**config.mk**
```make
export PLATFORM = sky130hd
export DESIGN_NAME = hazard_stall_ctrl_flat
export DESIGN_NICKNAME = d
export VERILOG_FILES = /design/src/rtl/hazard_stall_ctrl_pkg.sv /design/src/rtl/hazard_stall_ctrl_if.sv /design/src/rtl/hazard_stall_ctrl_sat_counter.sv /design/src/rtl/hazard_stall_ctrl.sv /design/src/flat_wrapper.sv
export SDC_FILE = /design/constraint.sdc
export NUM_CORES = 1
export LEC_CHECK = 0
export ABC_AREA = 1
export CORE_ASPECT_RATIO = 1.1
export CORE_UTILIZATION = 45
export DETAILED_ROUTE_END_ITERATION = 10
export GPL_ROUTABILITY_DRIVEN = 0
export PLACE_DENSITY = 0.74
export RECOVER_POWER = 50
export SYNTH_ARGS = -nofsm -noshare
export SYNTH_HDL_FRONTEND = slang
export SYNTH_SLANG_ARGS = --single-unit
```
**constraint.sdc**
```tcl
create_clock -name clk -period 3.7 [get_ports clk]
set_clock_uncertainty 0.05 [all_clocks]
set_input_delay 0.37 -clock clk [delete_from_list [all_inputs] [get_ports clk]]
set_output_delay 0.37 -clock clk [all_outputs]
set_load 0.02 [all_outputs]
```
**src/rtl/hazard_stall_ctrl_pkg.sv**
```systemverilog
// Shared CPU constants: opcodes, PC-source encodings and the sequencer state type.
// The control decoder imports the same package so opcode values stay in one place.
package cpu_pkg;

    localparam logic [5:0] OP_RTYPE = 6'b000000;
    localparam logic [5:0] OP_LW    = 6'b100011;
    localparam logic [5:0] OP_SW    = 6'b101011;
    localparam logic [5:0] OP_BEQ   = 6'b000100;
    localparam logic [5:0] OP_BNE   = 6'b000101;
    localparam logic [5:0] OP_JAL   = 6'b000011;
    localparam logic [5:0] OP_ADDI  = 6'b001000;
    localparam logic [5:0] OP_ANDI  = 6'b001100;
    localparam logic [5:0] OP_ORI   = 6'b001101;

    localparam logic [1:0] PCSEL_PC4 = 2'b00;
    localparam logic [1:0] PCSEL_BR  = 2'b01;
    localparam logic [1:0] PCSEL_JAL = 2'b10;

    typedef enum logic [1:0] {
        ST_INIT     = 2'b00,
        ST_RUN      = 2'b01,
        ST_MEM_WAIT = 2'b10
    } state_t;

    // Instructions whose rt field is a source operand (R-type, branches, store).
    function automatic logic rt_used(input logic [5:0] op);
        logic used;
        case (op)
            OP_RTYPE, OP_BEQ, OP_BNE, OP_SW: used = 1'b1;
            default:                         used = 1'b0;
        endcase
        return used;
    endfunction

endpackage

```
**src/rtl/hazard_stall_ctrl_if.sv**
```systemverilog
// Bundle between the pipeline datapath and the hazard/stall sequencer.
// slave = the sequencer, master = the datapath side that supplies stage status.
interface hazard_stall_ctrl_if #(
    parameter int REG_W = 5,
    parameter int CNT_W = 16
);
    logic [5:0]       id_op;
    logic [REG_W-1:0] id_rs;
    logic [REG_W-1:0] id_rt;
    logic             ex_mem_read;
    logic [REG_W-1:0] ex_rt;
    logic             ex_branch;
    logic             ex_bne;
    logic             ex_zero;
    logic             dmem_req;
    logic             dmem_ready;

    logic             pc_write;
    logic [1:0]       pc_sel;
    logic             if_id_write;
    logic             if_id_flush;
    logic             id_ex_write;
    logic             id_ex_flush;
    logic             ex_mem_write;
    logic             mem_wb_flush;
    logic             dmem_timeout;
    logic [CNT_W-1:0] stall_cnt;
    logic [CNT_W-1:0] flush_cnt;

    modport slave (
        input  id_op, id_rs, id_rt, ex_mem_read, ex_rt, ex_branch, ex_bne, ex_zero,
               dmem_req, dmem_ready,
        output pc_write, pc_sel, if_id_write, if_id_flush, id_ex_write, id_ex_flush,
               ex_mem_write, mem_wb_flush, dmem_timeout, stall_cnt, flush_cnt
    );

    modport master (
        output id_op, id_rs, id_rt, ex_mem_read, ex_rt, ex_branch, ex_bne, ex_zero,
               dmem_req, dmem_ready,
        input  pc_write, pc_sel, if_id_write, if_id_flush, id_ex_write, id_ex_flush,
               ex_mem_write, mem_wb_flush, dmem_timeout, stall_cnt, flush_cnt
    );

endinterface

```
**src/rtl/hazard_stall_ctrl_sat_counter.sv**
```systemverilog
// Saturating up-counter used for the stall and flush performance counters.
module sat_counter #(
    parameter int CNT_W = 16
) (
    input  logic             clk,
    input  logic             rst_n,
    input  logic             inc,
    output logic [CNT_W-1:0] count
);

    // Count up on inc, holding at all-ones instead of wrapping.
    always_ff @(posedge clk or negedge rst_n) begin
        if (!rst_n) begin
            count <= {CNT_W{1'b0}};
        end else if (inc && (count != {CNT_W{1'b1}})) begin
            count <= count + CNT_W'(1);
        end else begin
            count <= count;
        end
    end

endmodule

```
**src/rtl/hazard_stall_ctrl.sv**
```systemverilog
// Pipeline sequencer: enables/flushes per stage, PC source, load-use stalls,
// branch/JAL redirects and data-memory wait handling with a sticky timeout.
module hazard_stall_ctrl
    import cpu_pkg::*;
#(
    parameter int REG_W    = 5,
    parameter int MAX_WAIT = 15,
    parameter int CNT_W    = 16
) (
    input logic               clk,
    input logic               rst_n,
    hazard_stall_ctrl_if.slave bus
);

    localparam logic [7:0] MAX_WAIT_C = 8'(MAX_WAIT);

    state_t     state_r, state_s;
    logic [7:0] wait_cnt_r, wait_cnt_s;
    logic       timeout_r, timeout_set_s;
    logic       stall_inc_s, flush_inc_s;
    logic       load_use_s, taken_s, jal_s, mem_stall_s;

    logic       pc_write_s, if_id_write_s, if_id_flush_s, id_ex_write_s;
    logic       id_ex_flush_s, ex_mem_write_s, mem_wb_flush_s;
    logic [1:0] pc_sel_s;
    logic [CNT_W-1:0] stall_cnt_s, flush_cnt_s;

    assign load_use_s  = bus.ex_mem_read && (bus.ex_rt != {REG_W{1'b0}}) &&
                         ((bus.ex_rt == bus.id_rs) ||
                          (rt_used(bus.id_op) && (bus.ex_rt == bus.id_rt)));
    assign taken_s     = (bus.ex_branch && bus.ex_zero) || (bus.ex_bne && !bus.ex_zero);
    assign jal_s       = (bus.id_op == OP_JAL);
    assign mem_stall_s = bus.dmem_req && !bus.dmem_ready;

    // State, wait counter and sticky timeout registers.
    always_ff @(posedge clk or negedge rst_n) begin
        if (!rst_n) begin
            state_r    <= ST_INIT;
            wait_cnt_r <= 8'd0;
            timeout_r  <= 1'b0;
        end else begin
            state_r    <= state_s;
            wait_cnt_r <= wait_cnt_s;
            timeout_r  <= timeout_r | timeout_set_s;
        end
    end

    // Next-state and per-stage control decode in priority order.
    always_comb begin
        state_s        = state_r;
        wait_cnt_s     = wait_cnt_r;
        timeout_set_s  = 1'b0;
        stall_inc_s    = 1'b0;
        flush_inc_s    = 1'b0;
        pc_write_s     = 1'b1;
        pc_sel_s       = PCSEL_PC4;
        if_id_write_s  = 1'b1;
        if_id_flush_s  = 1'b0;
        id_ex_write_s  = 1'b1;
        id_ex_flush_s  = 1'b0;
        ex_mem_write_s = 1'b1;
        mem_wb_flush_s = 1'b0;
        case (state_r)
            ST_INIT: begin
                pc_write_s     = 1'b0;
                if_id_write_s  = 1'b0;
                id_ex_write_s  = 1'b0;
                ex_mem_write_s = 1'b0;
                if_id_flush_s  = 1'b1;
                id_ex_flush_s  = 1'b1;
                mem_wb_flush_s = 1'b1;
                state_s        = ST_RUN;
            end
            ST_RUN: begin
                if (mem_stall_s) begin
                    pc_write_s     = 1'b0;
                    if_id_write_s  = 1'b0;
                    id_ex_write_s  = 1'b0;
                    ex_mem_write_s = 1'b0;
                    mem_wb_flush_s = 1'b1;
                    stall_inc_s    = 1'b1;
                    state_s        = ST_MEM_WAIT;
                    wait_cnt_s     = 8'd1;
                end else if (taken_s) begin
                    pc_sel_s      = PCSEL_BR;
                    if_id_flush_s = 1'b1;
                    id_ex_flush_s = 1'b1;
                    flush_inc_s   = 1'b1;
                end else if (load_use_s) begin
                    pc_write_s    = 1'b0;
                    if_id_write_s = 1'b0;
                    id_ex_flush_s = 1'b1;
                    stall_inc_s   = 1'b1;
                end else if (jal_s) begin
                    pc_sel_s      = PCSEL_JAL;
                    if_id_flush_s = 1'b1;
                    flush_inc_s   = 1'b1;
                end else begin
                    state_s = ST_RUN;
                end
            end
            ST_MEM_WAIT: begin
                // Completion and timeout both release the pipeline with no redirect.
                if (bus.dmem_ready) begin
                    state_s    = ST_RUN;
                    wait_cnt_s = 8'd0;
                end else if (wait_cnt_r == MAX_WAIT_C) begin
                    timeout_set_s = 1'b1;
                    state_s       = ST_RUN;
                    wait_cnt_s    = 8'd0;
                end else begin
                    pc_write_s     = 1'b0;
                    if_id_write_s  = 1'b0;
                    id_ex_write_s  = 1'b0;
                    ex_mem_write_s = 1'b0;
                    mem_wb_flush_s = 1'b1;
                    stall_inc_s    = 1'b1;
                    wait_cnt_s     = wait_cnt_r + 8'd1;
                end
            end
            default: begin
                state_s    = ST_INIT;
                wait_cnt_s = 8'd0;
            end
        endcase
    end

    sat_counter #(.CNT_W(CNT_W)) u_stall_cnt (
        .clk   (clk),
        .rst_n (rst_n),
        .inc   (stall_inc_s),
        .count (stall_cnt_s)
    );

    sat_counter #(.CNT_W(CNT_W)) u_flush_cnt (
        .clk   (clk),
        .rst_n (rst_n),
        .inc   (flush_inc_s),
        .count (flush_cnt_s)
    );

    assign bus.pc_write     = pc_write_s;
    assign bus.pc_sel       = pc_sel_s;
    assign bus.if_id_write  = if_id_write_s;
    assign bus.if_id_flush  = if_id_flush_s;
    assign bus.id_ex_write  = id_ex_write_s;
    assign bus.id_ex_flush  = id_ex_flush_s;
    assign bus.ex_mem_write = ex_mem_write_s;
    assign bus.mem_wb_flush = mem_wb_flush_s;
    assign bus.dmem_timeout = timeout_r;
    assign bus.stall_cnt    = stall_cnt_s;
    assign bus.flush_cnt    = flush_cnt_s;

endmodule

```
**src/flat_wrapper.sv**
```systemverilog
// flat-port wrapper written by rule: the top's interface ports become plain ports
module hazard_stall_ctrl_flat import cpu_pkg::*;
#(
    parameter int REG_W    = 5,
    parameter int MAX_WAIT = 15,
    parameter int CNT_W    = 16
)
  (clk, rst_n, bus_id_op, bus_id_rs, bus_id_rt, bus_ex_mem_read, bus_ex_rt, bus_ex_branch, bus_ex_bne, bus_ex_zero, bus_dmem_req, bus_dmem_ready, bus_pc_write, bus_pc_sel, bus_if_id_write, bus_if_id_flush, bus_id_ex_write, bus_id_ex_flush, bus_ex_mem_write, bus_mem_wb_flush, bus_dmem_timeout, bus_stall_cnt, bus_flush_cnt);
  hazard_stall_ctrl_if #(.REG_W(REG_W), .CNT_W(CNT_W)) bus_i ();
  input logic clk;
  input logic rst_n;
  input wire logic [$bits(bus_i.id_op)-1:0] bus_id_op;
  input wire logic [$bits(bus_i.id_rs)-1:0] bus_id_rs;
  input wire logic [$bits(bus_i.id_rt)-1:0] bus_id_rt;
  input wire logic [$bits(bus_i.ex_mem_read)-1:0] bus_ex_mem_read;
  input wire logic [$bits(bus_i.ex_rt)-1:0] bus_ex_rt;
  input wire logic [$bits(bus_i.ex_branch)-1:0] bus_ex_branch;
  input wire logic [$bits(bus_i.ex_bne)-1:0] bus_ex_bne;
  input wire logic [$bits(bus_i.ex_zero)-1:0] bus_ex_zero;
  input wire logic [$bits(bus_i.dmem_req)-1:0] bus_dmem_req;
  input wire logic [$bits(bus_i.dmem_ready)-1:0] bus_dmem_ready;
  output wire logic [$bits(bus_i.pc_write)-1:0] bus_pc_write;
  output wire logic [$bits(bus_i.pc_sel)-1:0] bus_pc_sel;
  output wire logic [$bits(bus_i.if_id_write)-1:0] bus_if_id_write;
  output wire logic [$bits(bus_i.if_id_flush)-1:0] bus_if_id_flush;
  output wire logic [$bits(bus_i.id_ex_write)-1:0] bus_id_ex_write;
  output wire logic [$bits(bus_i.id_ex_flush)-1:0] bus_id_ex_flush;
  output wire logic [$bits(bus_i.ex_mem_write)-1:0] bus_ex_mem_write;
  output wire logic [$bits(bus_i.mem_wb_flush)-1:0] bus_mem_wb_flush;
  output wire logic [$bits(bus_i.dmem_timeout)-1:0] bus_dmem_timeout;
  output wire logic [$bits(bus_i.stall_cnt)-1:0] bus_stall_cnt;
  output wire logic [$bits(bus_i.flush_cnt)-1:0] bus_flush_cnt;
  assign bus_i.id_op = bus_id_op;
  assign bus_i.id_rs = bus_id_rs;
  assign bus_i.id_rt = bus_id_rt;
  assign bus_i.ex_mem_read = bus_ex_mem_read;
  assign bus_i.ex_rt = bus_ex_rt;
  assign bus_i.ex_branch = bus_ex_branch;
  assign bus_i.ex_bne = bus_ex_bne;
  assign bus_i.ex_zero = bus_ex_zero;
  assign bus_i.dmem_req = bus_dmem_req;
  assign bus_i.dmem_ready = bus_dmem_ready;
  assign bus_pc_write = bus_i.pc_write;
  assign bus_pc_sel = bus_i.pc_sel;
  assign bus_if_id_write = bus_i.if_id_write;
  assign bus_if_id_flush = bus_i.if_id_flush;
  assign bus_id_ex_write = bus_i.id_ex_write;
  assign bus_id_ex_flush = bus_i.id_ex_flush;
  assign bus_ex_mem_write = bus_i.ex_mem_write;
  assign bus_mem_wb_flush = bus_i.mem_wb_flush;
  assign bus_dmem_timeout = bus_i.dmem_timeout;
  assign bus_stall_cnt = bus_i.stall_cnt;
  assign bus_flush_cnt = bus_i.flush_cnt;
  hazard_stall_ctrl #(.REG_W(REG_W), .MAX_WAIT(MAX_WAIT), .CNT_W(CNT_W)) u_core (.clk(clk), .rst_n(rst_n), .bus(bus_i));
endmodule
```
# After elaboration in Yosys (flattened, before gate mapping)
# Cells that the tools add are included.
[word_totals] elab_cells=88 memories=0 mem_bits_rw=0 romBits=0 latchBits=0 output_inout_bits=42 ff_bits=43 inputBits=29
[classes] n_eq_ne=16 div_mod_pow=0 n_reduce_logical=18 n_mux=44 shift=0 n_addsub=3 magnitude_cmp=0 multipliers=0 bitwise=2
[op_table] cell="16-bit by 1-bit adder with 16-bit output, second input constant" count=2
[op_table] cell="16-bit != test, second input constant" count=2
[op_table] cell="8-bit 2-to-1 mux" count=3
[op_table] cell="8-bit case mux with 3 select lines" count=1
[op_table] cell="1-bit 2-to-1 mux" count=22
[op_table] cell="2-bit 2-to-1 mux" count=11
[op_table] cell="6-bit by 3-bit == test with 1-bit output, second input constant" count=2
[op_table] cell="5-bit == test" count=2
[op_table] cell="3-bit != test, second input constant" count=3
[op_table] cell="1-bit case mux with 3 select lines" count=3
[op_table] cell="8-bit by 1-bit adder with 8-bit output, second input constant" count=1
[op_table] cell="8-bit by 4-bit == test with 1-bit output, second input constant" count=1
[op_table] cell="1-bit logical AND" count=8
[op_table] cell="6-bit by 2-bit == test with 1-bit output, second input constant" count=1
[op_table] cell="6-bit == test, second input constant" count=1
[op_table] cell="6-bit zero test" count=1
[op_table] cell="1-bit case mux with 2 select lines" count=3
[op_table] cell="2-bit case mux with 3 select lines" count=1
[op_table] cell="5-bit nonzero test" count=1
[op_table] cell="4-bit AND reduction" count=1
[op_table] cell="4-bit OR reduction" count=1
[op_table] cell="3-bit by 2-bit != test with 1-bit output, second input constant" count=1
[op_table] cell="2-bit by 1-bit == test with 1-bit output, second input constant" count=1
[op_table] cell="2-bit == test, second input constant" count=1
[op_table] cell="7 further kinds" count=9

# Logic depth before layout (Yosys ltp)
# Gate-level depths: netlist (run 1).
[logic_depth] depth_word=11 ltp_mapped=14 ltp_nobuf=13

# Hierarchy
# A second synthesis (run 1) with hierarchy kept.
[unflattened] cells_unflattened=473 area_unflattened_um2=3253.1
[by_module_without_submodules] mod="hazard_stall_ctrl" cells_each=161 instances=1 seq_area_each_um2=275.3 area_per_inst_um2=1124.8
[by_module_without_submodules] mod="sat_counter (u_core.u_stall_cnt)" cells_each=163 instances=1 seq_area_each_um2=400.4 area_per_inst_um2=1069.8
[by_module_without_submodules] mod="sat_counter (u_core.u_flush_cnt)" cells_each=149 instances=1 seq_area_each_um2=400.4 area_per_inst_um2=1058.5

# Worst setup path before layout (run 1)
# No wires, ideal clock.
[synth_timing] kind="reg-to-output" from="register u_core.wait_cnt_r[0]" to="output bus_pc_write" required_ps=3280 n_path_buf=1 path_stages_with_launch=11 t_arrival_ps=1602 setup_slack_ps=1678 path_cell_list="dfrtp_1 -> ha_1 -> nand2_1 -> nor2_2 -> nand4_1 -> nand2_1 -> a21oi_1 -> nand2_1 -> nand2_1 -> inv_1 -> buf_4"
[synth_via] elab_chain_cells=4
[synth_lines] item="from (decl)" line_no="hazard_stall_ctrl.sv:18" text="logic [7:0] wait_cnt_r, wait_cnt_s;"
[synth_lines] item="from (signal assigned)" line_no="hazard_stall_ctrl.sv:43" text="wait_cnt_r <= wait_cnt_s;"
[synth_lines] item="8-bit by 4-bit == test with 1-bit output" line_no="hazard_stall_ctrl.sv:107" text="end else if (wait_cnt_r == MAX_WAIT_C) begin"
[synth_lines] item="1-bit 2-to-1 mux (2 in series)"
[synth_lines] item="1-bit case mux with 3 select lines"
[synth_lines] item="to (decl)" line_no="flat_wrapper.sv:22" text="output wire logic [$bits(bus_i.pc_write)-1:0] bus_pc_write;"
# No other way between the ends.

# Worst setup path after layout (run 1)
[layout_timing] from="register u_core.state_r[0]" to="output bus_mem_wb_flush"
[layout_via] elab_chain_cells=2 word_cells_on_any_way=4 cone_classes="eq/ne: 2; mux: 1; reduce/logical: 1"
[layout_lines] item="from (decl)" line_no="hazard_stall_ctrl.sv:17" text="state_t state_r, state_s;"
[layout_lines] item="from (signal assigned)" line_no="hazard_stall_ctrl.sv:42" text="state_r <= state_s;"
[layout_lines] item="2-bit == test (tied with other cells)" line_no="hazard_stall_ctrl.sv:63" text="case (state_r)"
[layout_lines] item="1-bit case mux with 3 select lines (*)" line_no="hazard_stall_ctrl.sv:63"
[layout_lines] item="to (decl)" line_no="flat_wrapper.sv:29" text="output wire logic [$bits(bus_i.mem_wb_flush)-1:0] bus_mem_wb_flush;"
# Mark *: on every way between the ends. The rest lies on a longest branch, timed or not.

==> results of run 1 <==
-- cell usage after synthesis --
master / instances
sky130_fd_sc_hd__nand3_4: 1
sky130_fd_sc_hd__mux2i_1: 1
sky130_fd_sc_hd__o21ai_0: 10
sky130_fd_sc_hd__nor2_1: 29
sky130_fd_sc_hd__o21bai_1: 2
sky130_fd_sc_hd__ha_1: 7
sky130_fd_sc_hd__inv_1: 44
sky130_fd_sc_hd__nand2_4: 1
sky130_fd_sc_hd__nor2_2: 4
sky130_fd_sc_hd__or2_0: 1
sky130_fd_sc_hd__a21oi_1: 6
sky130_fd_sc_hd__a21boi_4: 1
sky130_fd_sc_hd__dfrtp_1: 43
sky130_fd_sc_hd__nor3_1: 15
sky130_fd_sc_hd__buf_6: 2
sky130_fd_sc_hd__a22oi_1: 1
sky130_fd_sc_hd__nand4_2: 2
sky130_fd_sc_hd__clkbuf_1: 3
sky130_fd_sc_hd__o21a_1: 1
sky130_fd_sc_hd__nor4_1: 2
sky130_fd_sc_hd__xnor2_1: 10
sky130_fd_sc_hd__nand3b_1: 1
sky130_fd_sc_hd__nand2_2: 14
sky130_fd_sc_hd__inv_2: 4
sky130_fd_sc_hd__o21ai_1: 10
sky130_fd_sc_hd__a31oi_1: 1
sky130_fd_sc_hd__nand4_1: 24
sky130_fd_sc_hd__buf_4: 4
sky130_fd_sc_hd__o211ai_1: 1
sky130_fd_sc_hd__nor3_2: 1
sky130_fd_sc_hd__nand2_1: 97
sky130_fd_sc_hd__nor4_2: 1
sky130_fd_sc_hd__xor2_1: 26
sky130_fd_sc_hd__nand3_1: 23
-- report_power, final --
group	switching (mW)	internal [mW]
clock	0.160	0.171
combinational	0.569	0.355
sequential	0.0960	0.548
total	0.826	1.07
-- registers in the layout, indices dropped and copies added, names as in the netlist --
signal and count:
u_core.state_r 2, u_core.wait_cnt_r 8, u_core.u_flush_cnt.count 16, u_core.u_stall_cnt.count 16, u_core.bus.dmem_timeout 1
-- worst paths after layout --
kind                                                     end  slack [ns]  depth (start not counted)
worst max-delay path                        bus_mem_wb_flush        0.93                          9
worst min-delay path                 u_core.bus.dmem_timeout        0.43                          1
worst max register to register   u_core.u_stall_cnt.count[6]        1.59                         11
max in group asynchronous        u_core.u_flush_cnt.count[7]        1.62                          1
worst min register to register       u_core.bus.dmem_timeout        0.43                          1
min in group asynchronous       u_core.u_stall_cnt.count[14]        0.69                          1
-- cells by family (layout without fill, tap and decap cells) --
logic type                 count (synthesis)  after routing  share of synthesized area [%]
xor gates and xnor gates                  36             36                           10.7
muxes                                      1              1                          0.339
DFF                                       43             43                           36.4
and+or+nand+nor                          216            216                           34.8
AOI/OAI and AO/OA                         33             33                           6.52
buffers and inverters                     57            126                           8.26
adders and majority gates                  7              7                           2.96
-- layout make-up --
| type | instances | area (sq um) |
|---|---|---|
| Fill cell | 549 | 2480 |
| Sequential cell | 43 | 1080 |
| Clock buffer | 8 | 100 |
| Tap cell | 80 | 100 |
| Inverter | 48 | 180 |
| Multi-Input combinational cell | 293 | 1630 |
| Timing Repair Buffer | 70 | 694 |
-- per-stage QoR --
| stage | total power, mW | hold slack (ns) | area, sq um | setup slack [ns] | utilization [%] |
|---|---|---|---|---|---|
| 2_1_floorplan | 1.25 | 0.0244 | 2950 | 1.68 | - |
| 3_3_place_gp | 1.58 | 0.413 | 3690 | 1.02 | 58.8 |
| 3_5_place_dp | 1.60 | 0.420 | 3690 | 0.971 | 58.8 |
| 4_1_cts | 1.93 | 0.213 | 3790 | 0.931 | 60.4 |
| 5_1_grt | 2.03 | 0.485 | 3780 | 0.748 | 60.4 |
| 6_report | 1.90 | 0.429 | 3780 | 0.930 | 60.4 |
-- routing by layer --
layer / global-route usage, % / wire length, um / vias up
li1: - / - / 1414
met1: 27.0 / 3050 / 1271
met2: 35.5 / 3260 / 76
met3: 3.56 / 312 / 16
met4: 8.43 / 150 / 0
met5: 0 / 0 / -
-- critical path, delay by kind of cell (launching register included) --
kind / cells / cell delay [ns]
AO/OA/AOI/OAI: 1 / 0.12
buffers and inverters: 4 / 0.90
adder cells (fa/ha/maj): 1 / 0.19
AND/OR/NAND/NOR: 3 / 0.42
flip-flops: 1 / 0.42
==> flow_results.xml, run 1 <==
<?xml version="1.0" encoding="UTF-8"?>
<metrics>
  <group name="run_status">
    <metric name="run_status" unit="">finished, violations left</metric>
    <metric name="failing_checks" unit="">max-capacitance violations, max-slew violations</metric>
  </group>
  <group name="cells_and_area">
    <metric name="num-nets-final" unit="">497</metric>
    <metric name="layout-area-overhead-vs-synth" unit="%">28.1</metric>
    <metric name="final_cell_mix" unit="">97 x sky130_fd_sc_hd__nand2_1, 49 x sky130_fd_sc_hd__clkdlybuf4s50_1, 44 x sky130_fd_sc_hd__inv_1</metric>
    <metric name="antenna_cells_inserted" unit="">0</metric>
    <metric name="final_layout_size_suffix_gt1_share" unit="%">7.79</metric>
    <metric name="layout_commonest_cell" unit="">sky130_fd_sc_hd__nand2_1</metric>
    <metric name="final-instance-count-excl-fill" unit="">542</metric>
  </group>
  <group name="clocking">
    <metric name="clk-insertion-delay-late" unit="ns">0.30</metric>
    <metric name="cts-root-buf" unit="">sky130_fd_sc_hd__clkbuf_8</metric>
    <metric name="clock_sinks" unit="">43</metric>
    <metric name="cts.reportedPaths.clkPinSlew" unit="ns">0.08</metric>
    <metric name="hold_buffers" unit="">0</metric>
    <metric name="cts_htree_levels" unit="">2</metric>
    <metric name="cts-buffers-inserted" unit="">5</metric>
    <metric name="max-clock-path-buffers" unit="">2</metric>
    <metric name="tritoncts" unit="">built</metric>
    <metric name="post_cts.resized_instances" unit="">0</metric>
    <metric name="cts_setup_buffers" unit="">0</metric>
  </group>
  <group name="setup_path">
    <metric name="crit_path_end_kind" unit="">primary output</metric>
    <metric name="worst_path_max_delay_cell" unit="">sky130_fd_sc_hd__clkdlybuf4s50_1</metric>
    <metric name="worst-endpoint-arrival" unit="ns">2.35</metric>
    <metric name="critical_path_required" unit="ns">3.28</metric>
    <metric name="cp_slowest_stage_delay" unit="ns">0.63</metric>
    <metric name="cp_cell_sequence" unit="">inv_1, ha_1, inv_1, nor2_1, nand2_1, inv_2, nor2_2, a21oi_1, clkdlybuf4s50_1</metric>
    <metric name="crit_startpoint" unit="">u_core.state_r[0]</metric>
    <metric name="critPathMaxFanout" unit="">6</metric>
    <metric name="path_class" unit="">flop to primary output</metric>
    <metric name="worst_path_most_repeated_cell" unit="">sky130_fd_sc_hd__inv_1</metric>
    <metric name="worst_r2r_startpoint" unit="">u_core.state_r[0]</metric>
    <metric name="worst_setup_path_start_kind" unit="">flop</metric>
  </group>
  <group name="timing">
    <metric name="maxSlewViolCount" unit="">44</metric>
    <metric name="setup_repair_after_global_routing_missed_its_margin" unit="">no</metric>
    <metric name="fmax" unit="GHz">0.361</metric>
    <metric name="final-setup-viol-count" unit="">0</metric>
    <metric name="finalHoldViolCount" unit="">0</metric>
    <metric name="layout_worst_path_cycle_share" unit="%">74.9</metric>
    <metric name="fin_crit" unit="ns">2.77</metric>
    <metric name="relative_slew_margins" unit="%">-51.0</metric>
    <metric name="tightestPinTransition" unit="ns">2.26</metric>
    <metric name="timing.setup.tns" unit="ns">0</metric>
  </group>
  <group name="detailed_routing">
    <metric name="wl_per_cell" unit="um">12.5</metric>
    <metric name="postRouteAntennaNets" unit="">0</metric>
    <metric name="routed-via-count" unit="">2777</metric>
    <metric name="drt_iter0_markers" unit="">157</metric>
    <metric name="first_pass_iters" unit="">4</metric>
    <metric name="detail_route.drc_violations" unit="">0</metric>
    <metric name="routed_via_density" unit="">5.12</metric>
    <metric name="routed_wirelength" unit="mm">6.78</metric>
  </group>
  <group name="power_and_ir_drop">
    <metric name="worst_voltage_drop_across_the_vdd_grid" unit="mV">0.314</metric>
    <metric name="power_density" unit="nW/um^2">502</metric>
    <metric name="leakage" unit="nW">1.73</metric>
  </group>
  <group name="yosys">
    <metric name="yosysWarnings" unit="">0</metric>
    <metric name="netlist_instances" unit="">393</metric>
    <metric name="yosys.cell_types.count" unit="">34</metric>
    <metric name="synth_nets" unit="">429</metric>
    <metric name="synth-seq-cells" unit="">43</metric>
    <metric name="post-synth-top-area-cell" unit="">sky130_fd_sc_hd__dfrtp_1</metric>
    <metric name="netlist_area" unit="sq um">2950</metric>
    <metric name="post_synth_main_area_contributors" unit="">sky130_fd_sc_hd__dfrtp_1 36%, sky130_fd_sc_hd__nand2_1 12%, sky130_fd_sc_hd__xor2_1 7.7%</metric>
    <metric name="synth_top_area_share" unit="%">36.4</metric>
    <metric name="synth-seq-area-share" unit="%">36.4</metric>
    <metric name="avgSynthCellArea" unit="sq um">7.52</metric>
  </group>
  <group name="floorplan">
    <metric name="die_height" unit="um">87.0</metric>
    <metric name="placement_rows" unit="">30</metric>
    <metric name="io-pin-count" unit="">71</metric>
    <metric name="die-area" unit="sq um">6890</metric>
    <metric name="effective_utilization_at_floorplan" unit="%">47.1</metric>
    <metric name="placeableCoreArea" unit="sq um">6270</metric>
    <metric name="die_x" unit="um">79.3</metric>
  </group>
  <group name="placed_design">
    <metric name="half_perimeter_wire_length_after_detailed_placement" unit="mm">5.09</metric>
    <metric name="numPortBuffers" unit="">70</metric>
    <metric name="dpl.cell_count" unit="">534</metric>
  </group>
  <group name="run">
    <metric name="number_of_maximum_capacitance_constraint_violations" unit="">1</metric>
  </group>
  <group name="grt">
    <metric name="first_global_vias" unit="">2565</metric>
    <metric name="grt_start_max_net_pins" unit="">44</metric>
    <metric name="grt_antenna_before_repair" unit="">0</metric>
    <metric name="gr-total-overflow" unit="">0</metric>
    <metric name="first_pass_grt_wire_length" unit="mm">11.5</metric>
    <metric name="globalRouteTotalUtil" unit="%">21.2</metric>
  </group>
  <group name="worst_hold_path">
    <metric name="min_path_type" unit="">flop to flop</metric>
    <metric name="hold_crit_start" unit="">u_core.bus.dmem_timeout</metric>
  </group>
</metrics>
No activity file was read; power rests on OpenSTA's default activity.
==> run 2: changes to the inputs <==
clock period = 2.8 ns   (was 3.7 ns; I/O delays follow)
==> flow_results.xml, run 2 (synthesis results as in run 1) <==
<?xml version="1.0" encoding="UTF-8"?>
<metrics>
  <group name="clocking">
    <metric name="cts_htree_levels" unit="">2</metric>
    <metric name="cts-buffers-inserted" unit="">5</metric>
    <metric name="hold_buffers" unit="">0</metric>
    <metric name="max-clock-path-buffers" unit="">2</metric>
    <metric name="tritoncts" unit="">built</metric>
    <metric name="cts-root-buf" unit="">sky130_fd_sc_hd__clkbuf_8</metric>
    <metric name="clock_sinks" unit="">43</metric>
    <metric name="cts.reportedPaths.clkPinSlew" unit="ns">0.08</metric>
    <metric name="clk-insertion-delay-late" unit="ns">0.29</metric>
  </group>
  <group name="cells_and_area">
    <metric name="multi_input_area" unit="sq um">1640</metric>
    <metric name="final_cell_mix" unit="">97 x sky130_fd_sc_hd__nand2_1, 49 x sky130_fd_sc_hd__clkdlybuf4s50_1, 44 x sky130_fd_sc_hd__inv_1</metric>
    <metric name="layout_commonest_cell" unit="">sky130_fd_sc_hd__nand2_1</metric>
    <metric name="layout-area-overhead-vs-synth" unit="%">28.5</metric>
    <metric name="number_of_fill_cells_in_the_layout" unit="">578</metric>
    <metric name="num-nets-final" unit="">498</metric>
    <metric name="register_area" unit="sq um">1080</metric>
    <metric name="final_layout_size_suffix_gt1_share" unit="%">8.21</metric>
    <metric name="antenna_cells_inserted" unit="">0</metric>
    <metric name="final_core_utilization" unit="%">60.5</metric>
    <metric name="largest_registers" unit="">u_core.u_flush_cnt.count (16), u_core.u_stall_cnt.count (16), u_core.wait_cnt_r (8)</metric>
  </group>
  <group name="detailed_routing">
    <metric name="wl_met1" unit="mm">3.10</metric>
    <metric name="postRouteAntennaNets" unit="">0</metric>
    <metric name="routed-via-count" unit="">2753</metric>
    <metric name="wl_per_cell" unit="um">12.5</metric>
    <metric name="routed_via_density" unit="">5.07</metric>
    <metric name="routed-wl-met3" unit="um">252</metric>
    <metric name="routed_wirelength" unit="mm">6.80</metric>
    <metric name="first_pass_iters" unit="">4</metric>
    <metric name="drt_iter0_markers" unit="">173</metric>
    <metric name="detail_route.drc_violations" unit="">0</metric>
    <metric name="met2_length" unit="mm">3.32</metric>
    <metric name="top_layer_used" unit="">met4</metric>
  </group>
  <group name="timing">
    <metric name="timing.setup.tns" unit="ns">0</metric>
    <metric name="setup_repair_after_global_routing_missed_its_margin" unit="">no</metric>
    <metric name="tightestPinTransition" unit="ns">2.26</metric>
    <metric name="final-setup-viol-count" unit="">0</metric>
    <metric name="layout_worst_path_cycle_share" unit="%">93.7</metric>
    <metric name="fin_crit" unit="ns">2.62</metric>
    <metric name="post-route-worst-setup-slack" unit="ns">0.176</metric>
    <metric name="finalHoldViolCount" unit="">0</metric>
    <metric name="relative_slew_margins" unit="%">-50.6</metric>
    <metric name="maxSlewViolCount" unit="">44</metric>
    <metric name="fmax" unit="GHz">0.381</metric>
  </group>
  <group name="setup_path">
    <metric name="cp_slowest_stage_delay" unit="ns">0.63</metric>
    <metric name="crit_path_end_kind" unit="">primary output</metric>
    <metric name="worst-endpoint-arrival" unit="ns">2.29</metric>
    <metric name="worst-path-buf-inv" unit="">4</metric>
    <metric name="critPathMaxFanout" unit="">6</metric>
    <metric name="reg2reg_depth" unit="">7</metric>
    <metric name="worst_path_max_delay_cell" unit="">sky130_fd_sc_hd__clkdlybuf4s50_1</metric>
    <metric name="cp_cell_sequence" unit="">inv_1, ha_1, inv_1, nor2_2, nand2_1, inv_2, nor2_2, a21oi_1, clkdlybuf4s50_1</metric>
    <metric name="critical_path_required" unit="ns">2.47</metric>
    <metric name="path_class" unit="">flop to primary output</metric>
    <metric name="worst_setup_path_start_kind" unit="">flop</metric>
    <metric name="path_depth" unit="">9</metric>
    <metric name="worst_path_dominant_cell_family" unit="">buffers and inverters</metric>
  </group>
  <group name="floorplan">
    <metric name="io-pin-count" unit="">71</metric>
    <metric name="effective_utilization_at_floorplan" unit="%">47.1</metric>
    <metric name="die_height" unit="um">87.0</metric>
    <metric name="die-area" unit="sq um">6890</metric>
    <metric name="die_x" unit="um">79.3</metric>
    <metric name="placement_rows" unit="">30</metric>
    <metric name="placeableCoreArea" unit="sq um">6270</metric>
  </group>
  <group name="power_and_ir_drop">
    <metric name="seq_power_share" unit="%">33.8</metric>
    <metric name="power.switching" unit="mW">1.09</metric>
    <metric name="power_frac_clock" unit="%">17.1</metric>
    <metric name="leakage" unit="nW">1.73</metric>
    <metric name="worst_voltage_drop_across_the_vdd_grid" unit="mV">0.428</metric>
    <metric name="intPower" unit="mW">1.43</metric>
    <metric name="power.share.combinational" unit="%">49.1</metric>
    <metric name="switching_share" unit="%">43.2</metric>
    <metric name="power_density" unit="nW/um^2">665</metric>
  </group>
  <group name="worst_hold_path">
    <metric name="worstHoldPathCells" unit="">1</metric>
    <metric name="min_path_type" unit="">flop to flop</metric>
  </group>
  <group name="run_status">
    <metric name="failing_checks" unit="">max-capacitance violations, max-slew violations</metric>
    <metric name="run_status" unit="">finished, violations left</metric>
  </group>
  <group name="placed_design">
    <metric name="dp_worst_setup_slack" unit="ns">0.261</metric>
    <metric name="half_perimeter_wire_length_after_detailed_placement" unit="mm">5.08</metric>
    <metric name="numPortBuffers" unit="">70</metric>
  </group>
  <group name="run">
    <metric name="number_of_maximum_capacitance_constraint_violations" unit="">1</metric>
  </group>
  <group name="grt">
    <metric name="globalRouteTotalUtil" unit="%">21.1</metric>
    <metric name="first_pass_grt_wire_length" unit="mm">11.6</metric>
    <metric name="first_global_vias" unit="">2620</metric>
    <metric name="grt_start_max_net_pins" unit="">44</metric>
    <metric name="grt_antenna_before_repair" unit="">0</metric>
    <metric name="gr-total-overflow" unit="">0</metric>
  </group>
</metrics>
[run 2: cell count changes in the layout (fill, tap and decap cells not counted), sizes merged]
cell / previous run / this run
buf: 0 / 1
[run 2: metal layers]
layer	global-route usage (%)	vias up
met1	26.4	1258
met4	6.12	0
met2	36.9	68
met5	0	-
li1	-	1413
met3	3.77	14
[run 2: power groups by stage]
stage,sequential (mW),clock [mW],combinational [mW]
6_report,0.853,0.432,1.24
5_1_grt,0.876,0.465,1.36
4_1_cts,0.857,0.445,1.27
3_5_place_dp,0.862,0,1.26
3_3_place_gp,0.864,0,1.24
2_1_floorplan,0.945,0,0.704
[run 2: path summary, 6_finish.rpt]
path	start	endpoint	slack [ns]
setup / recovery	u_core.state_r[0]	bus_mem_wb_flush	0.18
hold / removal	u_core.bus.dmem_timeout	u_core.bus.dmem_timeout	0.44
setup reg to reg	u_core.u_stall_cnt.count[1]	u_core.u_stall_cnt.count[11]	0.70
hold reg to reg	u_core.bus.dmem_timeout	u_core.bus.dmem_timeout	0.44
max in group asynchronous	rst_n	u_core.u_stall_cnt.count[8]	0.80
min in group asynchronous	rst_n	u_core.bus.dmem_timeout	0.60
[run 2: cell type report]
class / instances / area share (%)
tap: 80 / 2.64
timing repair buffer: 71 / 18.5
inverter: 48 / 4.75
sequential: 43 / 28.4
clock buffer: 8 / 2.64
multi-input combinational: 293 / 43.1
[run 2: timing repair]
action,CTS,global route
gates resized for setup,0,1
setup endpoints to repair,0,1
buffers inserted,0,0
[run 2: metrics by stage]
step	total power, mW	hold slack [ns]	std cells	instance area [sq um]
floorplan	1.65	-0.0656	393	2950
global placement	2.10	0.413	535	3690
detailed placement	2.13	0.428	535	3690
CTS	2.57	0.100	543	3790
global route	2.70	0.470	543	3790
finish	2.52	0.441	543	3790
